--- config.mk ---
export PLATFORM = sky130hd
export DESIGN_NAME = voice_note_alloc
export DESIGN_NICKNAME = d
export VERILOG_FILES = /design/src/rtl/voice_note_alloc.sv
export SDC_FILE = /design/constraint.sdc
export NUM_CORES = 1
export LEC_CHECK = 0
export BUFFER_PORTS_ARGS = -buffer_cell sky130_fd_sc_hd__buf_4
export CAP_MARGIN = 15
export CORE_ASPECT_RATIO = 0.9
export CORE_UTILIZATION = 65
export DETAILED_ROUTE_END_ITERATION = 10
export MAX_ROUTING_LAYER = met4
export PLACE_DENSITY = 0.92
export SLEW_MARGIN = 20
export SYNTH_ARGS = -nofsm -noshare
export SYNTH_HDL_FRONTEND = slang
export SYNTH_SLANG_ARGS = --single-unit
--- constraint.sdc ---
create_clock -name clk -period 7.15 [get_ports clk]
set_input_delay 2.145 -clock clk [delete_from_list [all_inputs] [get_ports clk]]
set_output_delay 2.145 -clock clk [all_outputs]
set_load 0.005 [all_outputs]
--- src/rtl/voice_note_alloc.sv ---
// rtl/voice_note_alloc.sv - voice allocator: retrigger, free voice, round-robin steal
module voice_note_alloc #(
  parameter int VOICES  = 32,
  parameter int V_WIDTH = 5
) (
  input  logic               clk,
  input  logic               reset_reg_N,
  input  logic               ev_valid,
  output logic               ev_ready,
  input  logic               ev_on,
  input  logic [6:0]         ev_key,
  input  logic [7:0]         ev_vel,
  input  logic               all_notes_off,
  output logic               reg_note_on,
  output logic               reg_note_off,
  output logic [V_WIDTH-1:0] reg_cur_key_adr,
  output logic [7:0]         reg_cur_vel_on,
  output logic [VOICES-1:0]  voice_active
);

  localparam logic [1:0] IDLE   = 2'd0;
  localparam logic [1:0] SCAN   = 2'd1;
  localparam logic [1:0] COMMIT = 2'd2;
  localparam logic [1:0] STROBE = 2'd3;

  logic [1:0]         state;
  logic [6:0]         key_tab [VOICES];
  logic [V_WIDTH-1:0] steal_ptr;
  logic [V_WIDTH-1:0] scan_idx;
  logic [V_WIDTH-1:0] match_idx;
  logic [V_WIDTH-1:0] free_idx;
  logic               match_found;
  logic               free_found;
  logic               lat_on;
  logic [6:0]         lat_key;
  logic [7:0]         lat_vel;
  // run_en gates ev_ready until the first edge after reset release;
  // settle holds ev_ready low during the strobe-high cycle so every
  // event type sees the same turnaround.
  logic               run_en;
  logic               settle;
  logic [V_WIDTH-1:0] target;
  logic               accept;

  assign ev_ready = run_en && !settle && (state == IDLE) && !all_notes_off;
  assign accept   = ev_valid && ev_ready;

  // Note-on target choice: retrigger beats free voice beats steal.
  always_comb begin
    target = steal_ptr;
    if (match_found)     target = match_idx;
    else if (free_found) target = free_idx;
  end

  // Key table is cleared at reset so a fresh start never matches stale keys.
  always_ff @(posedge clk or negedge reset_reg_N) begin
    if (!reset_reg_N) begin
      for (int i = 0; i < VOICES; i++) key_tab[i] <= 7'd0;
    end else if (state == COMMIT && lat_on) begin
      key_tab[target] <= lat_key;
    end
  end

  // Allocation FSM, voice flags and registered strobes.
  always_ff @(posedge clk or negedge reset_reg_N) begin
    if (!reset_reg_N) begin
      state           <= IDLE;
      voice_active    <= '0;
      steal_ptr       <= '0;
      scan_idx        <= '0;
      match_idx       <= '0;
      free_idx        <= '0;
      match_found     <= 1'b0;
      free_found      <= 1'b0;
      lat_on          <= 1'b0;
      lat_key         <= 7'd0;
      lat_vel         <= 8'd0;
      run_en          <= 1'b0;
      settle          <= 1'b0;
      reg_note_on     <= 1'b0;
      reg_note_off    <= 1'b0;
      reg_cur_key_adr <= '0;
      reg_cur_vel_on  <= 8'd0;
    end else begin
      run_en       <= 1'b1;
      settle       <= 1'b0;
      reg_note_on  <= 1'b0;
      reg_note_off <= 1'b0;
      case (state)
        IDLE: begin
          if (all_notes_off) begin
            voice_active <= '0;
          end else if (accept) begin
            // A zero-velocity note-on is a note-off by MIDI convention.
            lat_on      <= ev_on && (ev_vel != 8'd0);
            lat_key     <= ev_key;
            lat_vel     <= ev_vel;
            match_found <= 1'b0;
            free_found  <= 1'b0;
            scan_idx    <= '0;
            state       <= SCAN;
          end
        end
        SCAN: begin
          if (!match_found && voice_active[scan_idx] && key_tab[scan_idx] == lat_key) begin
            match_found <= 1'b1;
            match_idx   <= scan_idx;
          end
          if (!free_found && !voice_active[scan_idx]) begin
            free_found <= 1'b1;
            free_idx   <= scan_idx;
          end
          scan_idx <= scan_idx + 1'b1;
          if (scan_idx == V_WIDTH'(VOICES - 1)) state <= COMMIT;
        end
        COMMIT: begin
          if (lat_on) begin
            voice_active[target] <= 1'b1;
            reg_cur_key_adr      <= target;
            reg_cur_vel_on       <= lat_vel;
            if (!match_found && !free_found) steal_ptr <= steal_ptr + 1'b1;
          end else if (match_found) begin
            voice_active[match_idx] <= 1'b0;
            reg_cur_key_adr         <= match_idx;
          end
          state <= STROBE;
        end
        default: begin
          reg_note_on  <= lat_on;
          reg_note_off <= !lat_on && match_found;
          settle       <= 1'b1;
          state        <= IDLE;
        end
      endcase
    end
  end

endmodule

; ---- After elaboration in Yosys (flattened, before gate mapping)
; Index checks and enable logic that the tools add are counted.
[totals]
regBits = 313
inputBits = 20
output_inout_bits = 48
wordCells = 149
[op_classes]
add_sub_neg = 2
n_lt_le_gt_ge = 8
n_eq_ne = 11
mux = 36
n_bitwise = 6
n_reduce_logical = 37
[op_table]
columns = op, count
row1 = bitwise mux 224 bit, 1
row2 = 2-to-1 mux 32 bit, 3
row3 = case mux 32 bit (2 select lines), 1
row4 = binary-select mux 7 bit (select 5 bit), 1
row5 = demux 7 bit (select 5 bit), 1
row6 = bitwise AND 32 bit, 1
row7 = NOT 32 bit, 1
row8 = OR 32 bit, 1
row9 = 2-to-1 mux 5 bit, 6
row10 = 2-to-1 mux 7 bit, 3
row11 = "< comparator 5 x 6 -> 1 bit, second input constant", 3
row12 = AND reduction 3 bit, 5
row13 = logical AND 1 bit, 14
row14 = "greater-or-equal comparator 6 bit, second input constant", 2
row15 = "inequality test 2 bit, second input constant", 6
row16 = NOT 5 -> 6 bit, 2
row17 = "adder 5 x 1 -> 5 bit, second input constant", 2
row18 = demux 1 bit (select 5 bit), 2
row19 = "greater-or-equal comparator 5 x 1 -> 1 bit, second input constant", 2
row20 = 2-to-1 mux 1 bit, 10
row21 = case mux 5 bit (2 select lines), 1
row22 = AND reduction 2 bit, 4
row23 = AND reduction 4 bit, 2
row24 = nonzero test 8 bit, 1
row25 = other kinds (15), 25

; ---- Longest topological paths before layout
[logic_depth]
depth_word = 9
depth_mapped = 12

; ---- Worst setup path before layout
; No wires, ideal clock.
[synth_timing]
kind = in2out
start = input all_notes_off
end = output ev_ready
t_arrival_ns = 2.587
required_ns = 5.005
setup_slack_ns = 2.418
path_stages = 1
path_buffers = 0
cell_sequence = nor4bb_1
[synth_between]
elab_chain_len = 2
[synth_lines]
columns = element, line
row1 = start: declaration, 13  ; input logic all_notes_off,
row2 = zero test 1 bit, 45  ; assign ev_ready = run_en && !settle && (state == IDLE) && !all_notes_off;
row3 = logical AND 1 bit, 45
row4 = end: declaration, 9  ; output logic ev_ready,
; No other way between the ends.

; ---- Final worst setup path
; Ends and elaborated chain as after synthesis.

==> results.yml <==
run_status:
  outcome: "finished clean"
floorplan:
  die_width_microns: 160
  io_pins: 68
  die-height_microns: 144
  floorplan.core_area_sq_um: 21800
  floorplan.die_area_sq_um: 23100
  initial_utilization_pct: 66.9
  num_rows: 51
logic_synthesis:
  synthTopCellsByCount: "313 x dfrtp_1, 180 x mux2_2, 146 x nand2_1"
  synth_edf_count: 0
  yosysSeqAreaShare_pct: 53.6
  synth_top_cell_area_share_pct: 53.6
  syn-cell-area_sq_um: 14600
  synth_cell_type_count: 58
  ffs_w_async_s_r_synth_pct: 100
  netlist_top_cells_area: "dfrtp_1 54%, mux2_2 14%, mux4_2 5.7%"
  postSynthAreaPerCell_sq_um: 12.0
  yosys.area.top_type: "dfrtp_1"
  dominantRegCellSynth: "dfrtp_1"
  synthesis.nets: 1244
  yosys_warnings: 0
  synth_cells: 1216
  yosysMostFrequentCell: "dfrtp_1"
  yosys_register_bits: 313
critical_path:
  worstSetupEndpointType: "primary output"
  timing.critical_path.from_type: "primary input"
  crit_arrival_ns: 3.09
  path_max_fanout: 3
  worstPathRequired_ns: 5.01
  critical_path_class: "in -> out"
clock_network:
  cts-htree-levels: 1
  ctsHoldBuffers: 0
  cts_tree: "yes"
  tritoncts.num_buffers: 29
  cts.clk_slew.worst_paths_ns: 0.06
  max-clock-path-buffers: 3
  ctsRootBufferMaster: "clkbuf_16"
  post-cts-setup-buffers: 0
  post_cts.resized_instances: 0
  clk-insertion-delay-late_ns: 0.57
  cts.sink_count: 313
route:
  antenna_violating_nets_post_route: 0
  vias: 10700
  finalWirelength_mm: 37.8
  viasPerCell: 6.84
  drt_first_iter_violations: 1345
  routed_wire_length_per_instance_microns: 24.1
  firstDrtPassIters: 6
  remaining_drc_errors: 0
final_layout:
  flow.area_growth_from_synthesis_pct: 11.6
  final_util_pct: 74.7
  final_nets: 1284
  storage_cell_area_sq_um: 7840
  area_taken_by_multi_input_logic_gates_sq_um: 6410
  layout-drive-gt1-share_pct: 28.9
  fill_cells: 1271
sta:
  worst_slew_margin_relative_to_its_limit_pct: 22.0
  final.period_utilization_pct: 73.3
  fin_setup_tns_ns: 0
  timing.final.setup_violations: 0
  clock-skew-final_ns: 0.0201
  grt_setup_unrepaired: "no"
  tightestPinTransition_ns: 1.16
  finalMaxSlewViolations: 0
  min_period_ns: 5.24
  timing_hold_violations_final: 0
  achievable-frequency_mhz: 191
power:
  leakage_uw: 0.00749
  p_clk_share_pct: 33.7
  p_sw_uw: 1580
  powerDensity_nw_per_um2: 299
  share_of_power_burned_in_registers_pct: 43.2
  power.ir.vdd_worst_mv: 0.260
  p_sw_share_pct: 32.5
  cellInternalPower_uw: 3280
  p_comb_share_pct: 23.2
grt:
  antenna_found_initial: 0
  globalRouteOverflowTotal: 0
  all_layer_gr_usage_pct: 34.6
  grt_pass1_wl_mm: 59.8
  grt_pass1_vias: 10900
  grt_max_degree: 148
placed_design:
  routability_driven_placement_congestion_ratio: 0.956
  post_detailed_placement_half_perimeter_wirelength_mm: 22.9
  numPortBuffers: 67
flow_run:
  cap_violations: 0
min_path:
  min_path_type: "reg -> reg"
==> final cells by class <==
type,instances,area share (%)
Tap cell,291,2.23
Clock inverter,13,1.08
Sequential cell,313,48.1
Clock buffer,40,5.08
Timing Repair Buffer,80,3.93
Multi-Input combinational cell,823,39.3
Antenna cell,1,0.0154
Inverter,9,0.207
==> flip-flops by register name (all words and copies together) (netlist names), 5 cells and up <==
signal and flops:
scan_idx 5, reg_cur_vel_on 8, match_idx 5, lat_vel 8, free_idx 5, reg_cur_key_adr 5
steal_ptr 5, lat_key 7, voice_active 32, key_tab 224
==> cell families (layout without fill, tap and decap cells) <==
family	count (synthesis)	in the layout	share of synthesized area, %
flip-flops	313	313	53.6
multiplexers	285	285	24.4
AO/OA/AOI/OAI	278	278	10.4
AND/OR/NAND/NOR	247	247	7.90
buffers and inverters	80	142	2.65
adder cells (fa/ha/maj)	8	8	0.686
XOR/XNOR	4	4	0.240
other	1	2	0.0257
==> stage by stage <==
step | std cells | cell area (sq um) | setup WS, ns | hold slack (ns) | power [uW]
after floorplan | 1216 | 14600 | 2.42 | 0.442 | 2830
after global placement | 1515 | 15300 | 2.14 | 0.456 | 3140
after detailed placement | 1515 | 15300 | 1.98 | 0.463 | 3190
after CTS | 1568 | 16300 | 1.92 | 0.481 | 4830
after global routing | 1569 | 16300 | 1.87 | 0.505 | 5020
final | 1570 | 16300 | 1.91 | 0.480 | 4870
==> power groups by stage <==
stage	logic (uW)	clock network, uW	registers [uW]
2_1_floorplan	831	0	2000
3_3_place_gp	1040	0	2110
3_5_place_dp	1070	0	2120
4_1_cts	1100	1640	2100
5_1_grt	1190	1710	2120
6_report	1130	1640	2100
==> worst max-delay path, cell delays in order <==
cell and delay [ns]:
buf_4 0.12, nor4bb_1 0.60, buf_4 0.22
==> layer usage <==
layer	global-route usage [%]	share of wire, %	up-vias
li1	-	-	4518
met1	45.1	38	5368
met2	53.1	47	663
met3	7.74	10	197
met4	14.4	4.7	0
met5	-	0	-
==> layout by cell type, fill, tap and decap left out, types with 4 or more instances in the layout <==
| master | count |
|---|---|
| a21oi_1 | 77 |
| a22o_1 | 4 |
| and2_1 | 4 |
| buf_4 | 77 |
| bufinv_16 | 4 |
| clkbuf_1 | 5 |
| clkbuf_16 | 29 |
| clkbuf_8 | 6 |
| clkinv_2 | 5 |
| dfrtp_1 | 310 |
| ha_1 | 8 |
| inv_1 | 8 |
| mux2_2 | 180 |
| mux2_4 | 5 |
| mux2i_1 | 63 |
| mux4_2 | 37 |
| nand2_1 | 146 |
| nand3_1 | 5 |
| nand3b_1 | 6 |
| nor2_1 | 30 |
| nor2b_1 | 6 |
| nor3_1 | 14 |
| nor3_2 | 4 |
| nor4_1 | 9 |
| o21a_1 | 4 |
| o21ai_0 | 141 |
| o21ai_1 | 10 |
| o221ai_1 | 7 |
| o22ai_1 | 17 |
==> worst paths after layout <==
kind                                            end               startpoint  depth (start not counted)  slack (ns)
max                                        ev_ready            all_notes_off                          3        1.91
min                         key_tab[56]$_DFFE_PN0P_  key_tab[56]$_DFFE_PN0P_                          2        0.48
max reg2reg                match_idx[3]$_DFFE_PN0P_  scan_idx[0]$_DFFE_PN0P_                          8        2.91
min reg2reg                 key_tab[56]$_DFFE_PN0P_  key_tab[56]$_DFFE_PN0P_                          2        0.48
max in group asynchronous   key_tab[18]$_DFFE_PN0P_              reset_reg_N                          3        4.11
min in group asynchronous  key_tab[198]$_DFFE_PN0P_              reset_reg_N                          1        1.48
Power figures use the tool's default switching activity.
